$ cat src/rtl/life_grid_engine_pkg.sv
// Shared types and rule constants for the cellular-automaton grid engine.
package life_pkg;

  typedef enum logic [1:0] {
    IDLE   = 2'd0,
    EVOLVE = 2'd1,
    CHECK  = 2'd2,
    HALTED = 2'd3
  } life_state_e;

  localparam logic [8:0] RULE_B3S23_BIRTH   = 9'h008;
  localparam logic [8:0] RULE_B3S23_SURV    = 9'h00C;
  localparam logic [8:0] RULE_HIGHLIFE_BIRTH = 9'h048;
  localparam logic [8:0] RULE_HIGHLIFE_SURV  = 9'h00C;

endpackage

$ cat src/rtl/life_grid_engine_if.sv
// Control, load and status bundle between the input logic, the engine and the display driver.
interface life_grid_engine_if #(
  parameter int ROWS  = 16,
  parameter int COLS  = 16,
  parameter int GEN_W = 16
);
  logic                       run;
  logic                       tick;
  logic                       step;
  logic                       wrap_en;
  logic                       load_valid;
  logic                       load_ready;
  logic [ROWS-1:0][COLS-1:0]  user_grid;
  logic [ROWS-1:0][COLS-1:0]  cell_status;
  logic [GEN_W-1:0]           generation;
  logic                       stable;
  logic                       extinct;
  logic                       halted;

  modport master (
    output run, tick, step, wrap_en, load_valid, user_grid,
    input  load_ready, cell_status, generation, stable, extinct, halted
  );

  modport slave (
    input  run, tick, step, wrap_en, load_valid, user_grid,
    output load_ready, cell_status, generation, stable, extinct, halted
  );
endinterface

$ cat src/rtl/life_grid_engine_cell_next.sv
// Per-cell successor rule: counts live neighbours and looks the result up in the birth/survive masks.
module life_cell_next (
  input  logic [7:0] nbrs,
  input  logic       alive,
  input  logic [8:0] birth_mask,
  input  logic [8:0] surv_mask,
  output logic       next
);

  logic [3:0] cnt_s;

  // Population count of the eight neighbours, then rule lookup.
  always_comb begin
    cnt_s = 4'd0;
    for (int i = 0; i < 8; i++) begin
      cnt_s = cnt_s + {3'b000, nbrs[i]};
    end
    if (alive) begin
      next = surv_mask[cnt_s];
    end else begin
      next = birth_mask[cnt_s];
    end
  end

endmodule

$ cat src/rtl/life_grid_engine.sv
// Cellular-automaton grid engine: load handshake, step/free-run sequencing, generation count,
// stable/extinct detection with optional auto-halt.
module life_grid_engine
  import life_pkg::*;
#(
  parameter int         ROWS       = 16,
  parameter int         COLS       = 16,
  parameter logic [8:0] BIRTH_MASK = RULE_B3S23_BIRTH,
  parameter logic [8:0] SURV_MASK  = RULE_B3S23_SURV,
  parameter int         GEN_W      = 16,
  parameter bit         AUTO_HALT  = 1'b1
) (
  input  logic                clk,
  input  logic                rst_n,
  life_grid_engine_if.slave   bus
);

  if (ROWS < 3 || COLS < 3) begin : g_bad_size
    $error("life_grid_engine: ROWS and COLS must both be at least 3");
  end

  life_state_e               state_r, next_state_s;
  logic [ROWS-1:0][COLS-1:0] grid_r, prev_r, next_grid_s;
  logic [GEN_W-1:0]          gen_r;
  logic                      stable_r, extinct_r, run_d_r;
  logic                      load_ready_s, load_acc_s, run_fall_s;
  logic                      stable_nx_s, extinct_nx_s;

  // Edge cells only see their wrapped-around neighbour when the torus is enabled.
  function automatic logic nbr_sel(input logic bit_v, input logic edge_v, input logic wrap);
    return bit_v & (wrap | ~edge_v);
  endfunction

  for (genvar r = 0; r < ROWS; r++) begin : g_row
    for (genvar c = 0; c < COLS; c++) begin : g_col
      localparam int RU = (r == 0) ? ROWS - 1 : r - 1;
      localparam int RD = (r == ROWS - 1) ? 0 : r + 1;
      localparam int CL = (c == 0) ? COLS - 1 : c - 1;
      localparam int CR = (c == COLS - 1) ? 0 : c + 1;
      localparam bit EU = (r == 0);
      localparam bit ED = (r == ROWS - 1);
      localparam bit EL = (c == 0);
      localparam bit ER = (c == COLS - 1);
      logic [7:0] nb_s;

      assign nb_s[0] = nbr_sel(grid_r[RU][CL], EU | EL, bus.wrap_en);
      assign nb_s[1] = nbr_sel(grid_r[RU][c],  EU,      bus.wrap_en);
      assign nb_s[2] = nbr_sel(grid_r[RU][CR], EU | ER, bus.wrap_en);
      assign nb_s[3] = nbr_sel(grid_r[r][CL],  EL,      bus.wrap_en);
      assign nb_s[4] = nbr_sel(grid_r[r][CR],  ER,      bus.wrap_en);
      assign nb_s[5] = nbr_sel(grid_r[RD][CL], ED | EL, bus.wrap_en);
      assign nb_s[6] = nbr_sel(grid_r[RD][c],  ED,      bus.wrap_en);
      assign nb_s[7] = nbr_sel(grid_r[RD][CR], ED | ER, bus.wrap_en);

      life_cell_next u_cell (
        .nbrs       (nb_s),
        .alive      (grid_r[r][c]),
        .birth_mask (BIRTH_MASK),
        .surv_mask  (SURV_MASK),
        .next       (next_grid_s[r][c])
      );
    end
  end

  assign load_ready_s = (state_r == IDLE) || (state_r == HALTED);
  assign load_acc_s   = bus.load_valid & load_ready_s;
  assign run_fall_s   = run_d_r & ~bus.run;
  assign stable_nx_s  = (grid_r == prev_r);
  assign extinct_nx_s = (grid_r == '0);

  // Next-state logic; load always wins over any advance request.
  always_comb begin
    next_state_s = state_r;
    case (state_r)
      IDLE: begin
        if (bus.load_valid) begin
          next_state_s = IDLE;
        end else if (bus.step || (bus.run && bus.tick)) begin
          next_state_s = EVOLVE;
        end else begin
          next_state_s = IDLE;
        end
      end
      EVOLVE: next_state_s = CHECK;
      CHECK: begin
        if (AUTO_HALT && (stable_nx_s || extinct_nx_s)) begin
          next_state_s = HALTED;
        end else begin
          next_state_s = IDLE;
        end
      end
      HALTED: begin
        if (bus.load_valid || run_fall_s) begin
          next_state_s = IDLE;
        end else begin
          next_state_s = HALTED;
        end
      end
      default: next_state_s = IDLE;
    endcase
  end

  // State register and run history for falling-edge detection.
  always_ff @(posedge clk or negedge rst_n) begin
    if (!rst_n) begin
      state_r <= IDLE;
      run_d_r <= 1'b0;
    end else begin
      state_r <= next_state_s;
      run_d_r <= bus.run;
    end
  end

  // Grid, history, generation counter and flags.
  always_ff @(posedge clk or negedge rst_n) begin
    if (!rst_n) begin
      grid_r    <= '0;
      prev_r    <= '0;
      gen_r     <= '0;
      stable_r  <= 1'b0;
      extinct_r <= 1'b1;
    end else begin
      case (state_r)
        IDLE, HALTED: begin
          if (load_acc_s) begin
            grid_r    <= bus.user_grid;
            gen_r     <= '0;
            stable_r  <= 1'b0;
            extinct_r <= (bus.user_grid == '0);
          end
        end
        EVOLVE: begin
          prev_r <= grid_r;
          grid_r <= next_grid_s;
          gen_r  <= gen_r + {{(GEN_W-1){1'b0}}, 1'b1};
        end
        CHECK: begin
          stable_r  <= stable_nx_s;
          extinct_r <= extinct_nx_s;
        end
        default: begin
        end
      endcase
    end
  end

  assign bus.load_ready  = load_ready_s;
  assign bus.cell_status = grid_r;
  assign bus.generation  = gen_r;
  assign bus.stable      = stable_r;
  assign bus.extinct     = extinct_r;
  assign bus.halted      = (state_r == HALTED);

endmodule

$ cat src/flat_wrapper.sv
// flat-port wrapper written by rule: the top's interface ports become plain ports
module life_grid_engine_flat import life_pkg::*;
#(
  parameter int         ROWS       = 16,
  parameter int         COLS       = 16,
  parameter logic [8:0] BIRTH_MASK = RULE_B3S23_BIRTH,
  parameter logic [8:0] SURV_MASK  = RULE_B3S23_SURV,
  parameter int         GEN_W      = 16,
  parameter bit         AUTO_HALT  = 1'b1
)
  (clk, rst_n, bus_run, bus_tick, bus_step, bus_wrap_en, bus_load_valid, bus_user_grid, bus_load_ready, bus_cell_status, bus_generation, bus_stable, bus_extinct, bus_halted);
  life_grid_engine_if #(.ROWS(ROWS), .COLS(COLS), .GEN_W(GEN_W)) bus_i ();
  input  logic clk;
  input  logic rst_n;
  input wire logic [$bits(bus_i.run)-1:0] bus_run;
  input wire logic [$bits(bus_i.tick)-1:0] bus_tick;
  input wire logic [$bits(bus_i.step)-1:0] bus_step;
  input wire logic [$bits(bus_i.wrap_en)-1:0] bus_wrap_en;
  input wire logic [$bits(bus_i.load_valid)-1:0] bus_load_valid;
  input wire logic [$bits(bus_i.user_grid)-1:0] bus_user_grid;
  output wire logic [$bits(bus_i.load_ready)-1:0] bus_load_ready;
  output wire logic [$bits(bus_i.cell_status)-1:0] bus_cell_status;
  output wire logic [$bits(bus_i.generation)-1:0] bus_generation;
  output wire logic [$bits(bus_i.stable)-1:0] bus_stable;
  output wire logic [$bits(bus_i.extinct)-1:0] bus_extinct;
  output wire logic [$bits(bus_i.halted)-1:0] bus_halted;
  assign bus_i.run = bus_run;
  assign bus_i.tick = bus_tick;
  assign bus_i.step = bus_step;
  assign bus_i.wrap_en = bus_wrap_en;
  assign bus_i.load_valid = bus_load_valid;
  assign bus_i.user_grid = bus_user_grid;
  assign bus_load_ready = bus_i.load_ready;
  assign bus_cell_status = bus_i.cell_status;
  assign bus_generation = bus_i.generation;
  assign bus_stable = bus_i.stable;
  assign bus_extinct = bus_i.extinct;
  assign bus_halted = bus_i.halted;
  life_grid_engine #(.ROWS(ROWS), .COLS(COLS), .BIRTH_MASK(BIRTH_MASK), .SURV_MASK(SURV_MASK), .GEN_W(GEN_W), .AUTO_HALT(AUTO_HALT)) u_core (.clk(clk), .rst_n(rst_n), .bus(bus_i));
endmodule
$ cat config.mk
export PLATFORM = sky130hd
export DESIGN_NAME = life_grid_engine_flat
export DESIGN_NICKNAME = d
export VERILOG_FILES = /design/src/rtl/life_grid_engine_pkg.sv /design/src/rtl/life_grid_engine_if.sv /design/src/rtl/life_grid_engine_cell_next.sv /design/src/rtl/life_grid_engine.sv /design/src/flat_wrapper.sv
export SDC_FILE = /design/constraint.sdc
export NUM_CORES = 2
export LEC_CHECK = 0
export BUFFER_PORTS_ARGS = -buffer_cell sky130_fd_sc_hd__buf_2
export CAP_MARGIN = 10
export CORE_UTILIZATION = 55
export CTS_CLUSTER_SIZE = 14
export DETAILED_ROUTE_END_ITERATION = 12
export PLACE_DENSITY_LB_ADDON = 0.1
export SLEW_MARGIN = 20
export SYNTH_ARGS = -nofsm -noshare
export SYNTH_HDL_FRONTEND = slang
export SYNTH_SLANG_ARGS = --single-unit
$ cat constraint.sdc
create_clock -name clk -period 9.2 [get_ports clk]
set_input_delay 0.46 -clock clk [delete_from_list [all_inputs] [get_ports clk]]
set_output_delay 0.46 -clock clk [all_outputs]
set_load 0.05 [all_outputs]
=== Yosys cells after proc, flatten, opt, wreduce, memory -nomap -nowiden ===
Memories as Yosys holds them, arrays and structs flattened.
Cells that the tools add are included.

* Logic and storage cells: 3460
* Bits in registers: 533
* ROM bits: 8192
* Output and inout bits: 276
* Bits of input ports: 263
* Memories: 512

{| class="wikitable"
|+ Memory list
! memory !! depth !! width !! read ports !! clocked after Yosys merged registers in !! wr ports !! line !! text
|-
| (no name shown) || 16 || 1 || 1 || 0 || 0 || life_grid_engine_cell_next.sv:21 || <nowiki>next = birth_mask[cnt_s];</nowiki>
|-
| (no name shown) || 16 || 1 || 1 || 0 || 0 || life_grid_engine_cell_next.sv:19 || <nowiki>next = surv_mask[cnt_s];</nowiki>
|-
| (no name shown) || 16 || 1 || 1 || 0 || 0 || life_grid_engine_cell_next.sv:21 ||
|-
| (no name shown) || 16 || 1 || 1 || 0 || 0 || life_grid_engine_cell_next.sv:19 ||
|-
| (no name shown) || 16 || 1 || 1 || 0 || 0 || life_grid_engine_cell_next.sv:21 ||
|-
| (no name shown) || 16 || 1 || 1 || 0 || 0 || life_grid_engine_cell_next.sv:19 ||
|-
| +506 memories || -- || -- || -- || -- || -- || -- ||
|}

* Mux-type cells: 781
* Reduce and logical (&&, ||, !) cells: 13
* Order comparisons: 256
* Bitwise logic cells: 63
* Equality and inequality tests: 5
* $add $sub $neg: 1793

{| class="wikitable"
|+ Operators with widths
! kind !! count
|-
| adder 4 x 1 -> 4 bit || 1024
|-
| < comparator 4 x 5 -> 1 bit, second input constant || 256
|-
| adder 3 x 1 -> 4 bit || 256
|-
| two-way mux 1 bit || 772
|-
| adder 2 x 1 -> 3 bit || 256
|-
| adder 1 x 1 -> 2 bit || 256
|-
| zero test 256 bit || 2
|-
| one-hot mux 256 bit (2 select lines) || 1
|-
| == test 256 bit || 1
|-
| two-way mux 256 bit || 1
|-
| bitwise AND 1 bit || 62
|-
| one-hot mux 16 bit (2 select lines) || 1
|-
| adder 16 x 1 -> 16 bit, second input constant || 1
|-
| two-way mux 16 bit || 1
|-
| one-hot mux 2 bit (4 select lines) || 1
|-
| == test 2 bit, second input constant || 2
|-
| logical OR 1 bit || 4
|-
| two-way mux 2 bit || 2
|-
| one-hot mux 1 bit (2 select lines) || 2
|-
| AND reduction 2 bit || 2
|-
| nonzero test 2 bit || 2
|-
| == test 2 x 1 -> 1 bit, second input constant || 1
|-
| zero test 2 bit || 1
|-
| inequality test 2 x 1 -> 1 bit, second input constant || 1
|-
| 3 further kinds || 3
|}

=== Logic depth before layout (Yosys ltp) ===
* Word-level depth: 12
* Mapped depth: 18
* Mapped depth without buffers: 16

=== Modules after synthesis ===
A second synthesis with hierarchy kept.

* Cell total of the unflattened synthesis: 9008
* Area total of the unflattened synthesis: 110728.7 um^2

{| class="wikitable"
|+ By module, submodules not included
! module !! area an instance (um^2) !! seq. area each (um^2) !! cells each !! instances
|-
| life_cell_next (u_core.g_row[0].g_col[0].u_cell ...) || 322.8 || 0.0 || 24 || 173
|-
| life_grid_engine || 27466.3 || 13339.0 || 2615 || 1
|-
| life_cell_next (u_core.g_row[14].g_col[2].u_cell ...) || 330.3 || 0.0 || 27 || 83
|}

=== Least setup slack after synthesis ===
Ideal clock, no wire load.

* Path type: input port to flip-flop
* From: input port bus_wrap_en
* To: register u_core.grid_r (netlist bit u_core.bus.cell_status[12])
* Data required time: 9123 ps
* Path buffers: 4
* Stages on the path: 16
* Library setup time: 77 ps
* Data arrival time: 4349 ps
* Setup slack: 4774 ps
* Path through: clkbuf_1 -> clkbuf_1 -> clkbuf_1 -> clkbuf_1 -> nand2_1 -> fa_1 -> fa_1 -> fa_1 -> inv_1 -> ha_1 -> fa_1 -> o21ai_0 -> nand3_1 -> nand2_1 -> o21ai_0 -> a21oi_1

* Longest elaborated chain between the ends: 12
* Elaborated cells between the ends (all ways): 16
* Classes of those cells: add/sub (7); mux (4); bitwise (3); memory (2)

{| class="wikitable"
|+ Ends and longest elaborated chain
! item !! line !! text
|-
| from (decl) || flat_wrapper.sv:18 || <nowiki>input wire logic [$bits(bus_i.wrap_en)-1:0] bus_wrap_en;</nowiki>
|-
| bitwise AND 1 bit || life_grid_engine.sv:31 || <nowiki>return bit_v & (wrap | ~edge_v);</nowiki>
|-
| adder 1 x 1 -> 2 bit || life_grid_engine_cell_next.sv:16 || <nowiki>cnt_s = cnt_s + {3'b000, nbrs[i]};</nowiki>
|-
| adder 2 x 1 -> 3 bit * || life_grid_engine_cell_next.sv:16 ||
|-
| adder 3 x 1 -> 4 bit * || life_grid_engine_cell_next.sv:16 ||
|-
| adder 4 x 1 -> 4 bit * (4 in series) || life_grid_engine_cell_next.sv:16 ||
|-
| memory (16 x 1 bit) (on tied branches) || -- ||
|-
| two-way mux 1 bit (on tied branches) || life_grid_engine_cell_next.sv:21, life_grid_engine_cell_next.sv:19 ||
|-
| two-way mux 1 bit * || life_grid_engine_cell_next.sv:18 || <nowiki>if (alive) begin</nowiki>
|-
| one-hot mux 256 bit (2 select lines) * || life_grid_engine.sv:123 || <nowiki>case (state_r)</nowiki>
|-
| to (signal assigned) || life_grid_engine.sv:126 || <nowiki>grid_r <= bus.user_grid;</nowiki>
|-
| to (signal assigned) || life_grid_engine.sv:134 || <nowiki>grid_r <= next_grid_s;</nowiki>
|-
| to (decl) || life_grid_engine.sv:23 || <nowiki>logic [ROWS-1:0][COLS-1:0] grid_r, prev_r, next_grid_s;</nowiki>
|}

Every way passes the cells marked *; elsewhere a longest branch is shown, timed or not. The select of a mux whose other input is x is not followed.
A chain may end at the register's enable or synchronous reset.

=== Worst setup path in the final report ===
* From: register u_core.state_r[1]
* To: register u_core.grid_r (netlist bit u_core.bus.cell_status[80])

* Longest elaborated chain between the ends: 5
* Elaborated cells between the ends (all ways): 10
* Classes of those cells: eq/ne (3); mux (1); bitwise (1); reduce/logical (5)

{| class="wikitable"
|+ Ends and longest elaborated chain
! item !! line !! text
|-
| from (decl) || life_grid_engine.sv:22 || <nowiki>life_state_e state_r, next_state_s;</nowiki>
|-
| from (signal assigned) || life_grid_engine.sv:109 || <nowiki>state_r <= next_state_s;</nowiki>
|-
| == test 2 bit or zero test 2 bit (tied branches) || life_grid_engine.sv:65, life_grid_engine.sv:123 ||
|-
| logical OR 1 bit || life_grid_engine.sv:65 || <nowiki>assign load_ready_s = (state_r == IDLE) || (state_r == HALTED);</nowiki>
|-
| bitwise AND 1 bit || life_grid_engine.sv:66 || <nowiki>assign load_acc_s = bus.load_valid & load_ready_s;</nowiki>
|-
| inequality test 2 x 1 -> 1 bit (no source line) || -- ||
|-
| AND reduction 2 bit (no source line) || -- ||
|}

Several ways; a longest one is shown, not always the timed one.

==> flow_summary.json <==
{
  "status": "complete, no violations",
  "final_util_pct": 60.5,
  "holdCritStartpoint": "bus_user_grid[64]",
  "arrival_ps": 5130,
  "synth_ff_type": "dfrtp_1",
  "h-tree-depth": 3,
  "grt_pass1_wl_mm": 395,
  "period_share_pct": 49.4,
  "track_usage_pct": 42.6,
  "fmax_ghz": 0.220,
  "drive_gt1_share_pct": 13.6,
  "final_hold_viol_count": 0,
  "seq_area_frac_synth_pct": 19.0,
  "worst_setup_path_end_kind": "flop",
  "wl_met1_mm": 104,
  "async_flop_share_pct": 100,
  "nets": 9737,
  "tightest_slew_ps": 1210,
  "rr_endpoint": "u_core.bus.cell_status[80]",
  "routed-wl-met2_mm": 121,
  "fp-row-count": 130,
  "timing.hold.ws_ps": 62.8,
  "drv_cap": 0,
  "required_ps": 9780,
  "avgViaCountPerCell": 6.22,
  "cts-root-buf": "clkbuf_16",
  "r2r_setup_slack_ps": 4650,
  "numCtsBuffers": 77,
  "startpoint_type": "flop",
  "antenna_found_initial": 8,
  "postCtsHoldBufs": 2,
  "fp.dieH_um": 360,
  "clock_path_buffers": 3,
  "grt_pass1_vias": 57200,
  "synth_cells": 7313,
  "grt_overflow": 0,
  "worstPathMaxFanout": 160,
  "dpl.hpwl_mm": 216,
  "slew_headroom_pct": 18.8,
  "io_buffers": 538,
  "min_path_cells": 3,
  "synth_area_per_cell_um2": 9.62,
  "finalSetupViolations": 0,
  "ys_ff_latch": 533,
  "multi_input_area_um2": 49400,
  "synth_edf_count": 0,
  "route.detailed.drc": 0,
  "register_area_um2": 13300,
  "wl_per_cell_um": 29.4,
  "synth_warnings": 0,
  "clk_latency_ps": 680,
  "core_area_um2": 126000,
  "area_growth_pct": 8.44,
  "clk_pin_slew_worst_paths_ps": 60,
  "hp-class": "in -> reg",
  "io_pins": 539,
  "wl_mm": 274,
  "drt_pre_antenna_iters": 8,
  "num-fill-cells": 11000,
  "finalMaxSlewViolations": 0,
  "top_layer_used": "met5",
  "synthesis.nets": 9441,
  "rsz0062_at_grt": "no",
  "rr_worst_depth": 7,
  "fin_setup_tns_ps": 0,
  "cts_resized": 0,
  "yosysTopAreaCell": "fa_1",
  "gp_congestion": 1.00,
  "dr_wl_met3_mm": 28.6,
  "die-area_um2": 129000,
  "cts.sinks": 533,
  "drt_iter0_drc": 6089,
  "r2r-start": "u_core.state_r[1]",
  "dieWidth_um": 360,
  "whs_endpoint": "u_core.bus.cell_status[64]",
  "synthTopCellsByArea": "fa_1, dfrtp_1, ha_1",
  "path_class": "reg -> reg",
  "cts_tree": "yes",
  "ant_nets": 0,
  "start_util_pct": 55.7,
  "period_needed_ps": 4550,
  "grt_max_degree": 177,
  "ys_types": 48,
  "synth_top_cell_area_share_pct": 27.9,
  "synth.cell_area_um2": 70400,
  "vias": 58000,
  "post_cts_buffers": 0,
  "finClkSkew_ps": 33.1
}
## layout by cell type, fill, tap and decap left out, drive strengths merged, types with 111 or more instances in the layout
cell / count
inv: 1308
fa: 979
ha: 886
buf: 670
o21ai: 536
dfrtp: 532
nand3: 498
a21oi: 488
nand2: 336
o22ai: 266
mux2: 212
xor2: 132
nor4: 122
clkbuf: 111
## metrics by stage
| stage | instance area [µm²] | setup WS, ps | cells |
|---|---|---|---|
| 6_report | 76300 | 4650 | 9323 |
| 5_1_grt | 76300 | 4440 | 9322 |
| 4_1_cts | 76300 | 4760 | 9321 |
| 3_5_place_dp | 73500 | 4060 | 9178 |
| 3_3_place_gp | 73500 | 4140 | 9178 |
| 2_1_floorplan | 70400 | 4770 | 7313 |
## registers in the layout (all words and copies together), names as in the netlist
| signal | cells |
|---|---|
| u_core.bus.cell_status | 256 |
| u_core.prev_r | 256 |
| u_core.bus.generation | 16 |
| u_core.state_r | 2 |
| u_core.bus.extinct | 1 |
| u_core.bus.stable | 1 |
| u_core.run_d_r | 1 |
## per-layer routing
| layer | vias up | global-route usage, % |
|---|---|---|
| met3 | 761 | 9.01 |
| met5 | - | 0 |
| met4 | 4 | 26.9 |
| met2 | 3170 | 64.7 |
| li1 | 24800 | - |
| met1 | 29200 | 55.5 |
## cell families (layout without fill, tap and decap cells)
logic type	Yosys count	in the layout	synth area share (%)
AO/OA/AOI/OAI	1431	1431	11.3
XOR/XNOR	223	223	2.78
adder cells (fa/ha/maj)	1865	1865	43.6
buffers and inverters	1758	2116	10.9
multiplexers	212	212	3.39
other	0	2	0
AND/OR/NAND/NOR	1291	1291	9.13
flip-flops	533	533	19.0
## critical path, stage by stage, from the launching register on
cell,delay (ps)
dfrtp_1,430
inv_1,140
ha_4,640
buf_4,750
buf_4,760
buf_12,600
o2111ai_1,570
a31oi_1,310
## area by class of cell
type                    count  share of cell area, %
clock buffers             111                   3.02
inverters                1303                   6.41
diodes                      2                0.00656
clock inverters            30                  0.648
repair buffers            672                   4.95
well taps                1650                   2.71
flip-flops and latches    533                   17.5
multi-input cells        5022                   64.8
## synthesized netlist by cell type (121+ instances only)
cell     number
o21ai_0     532
mux2_2      212
buf_4       257
dfrtp_1     532
nor4_1      121
o22ai_1     266
nand2_1     336
ha_1        886
a21oi_1     488
fa_1        979
inv_1      1288
nand3_1     498
xor2_1      132
## how the worst max path moves through the flow
stage / cells past startpoint / from / to
2_1_floorplan: 16 / bus_wrap_en / u_core.bus.cell_status[12]
3_3_place_gp: 14 / bus_wrap_en / u_core.bus.cell_status[16]
3_5_place_dp: 15 / bus_wrap_en / u_core.bus.cell_status[16]
4_1_cts: 15 / bus_wrap_en / u_core.bus.cell_status[16]
5_1_grt: 9 / u_core.state_r[1] / u_core.bus.cell_status[115]
6_report: 7 / u_core.state_r[1] / u_core.bus.cell_status[80]
Power is not shown: default switching activity piles up to over one toggle a cycle in this logic, so the estimate is an artifact.
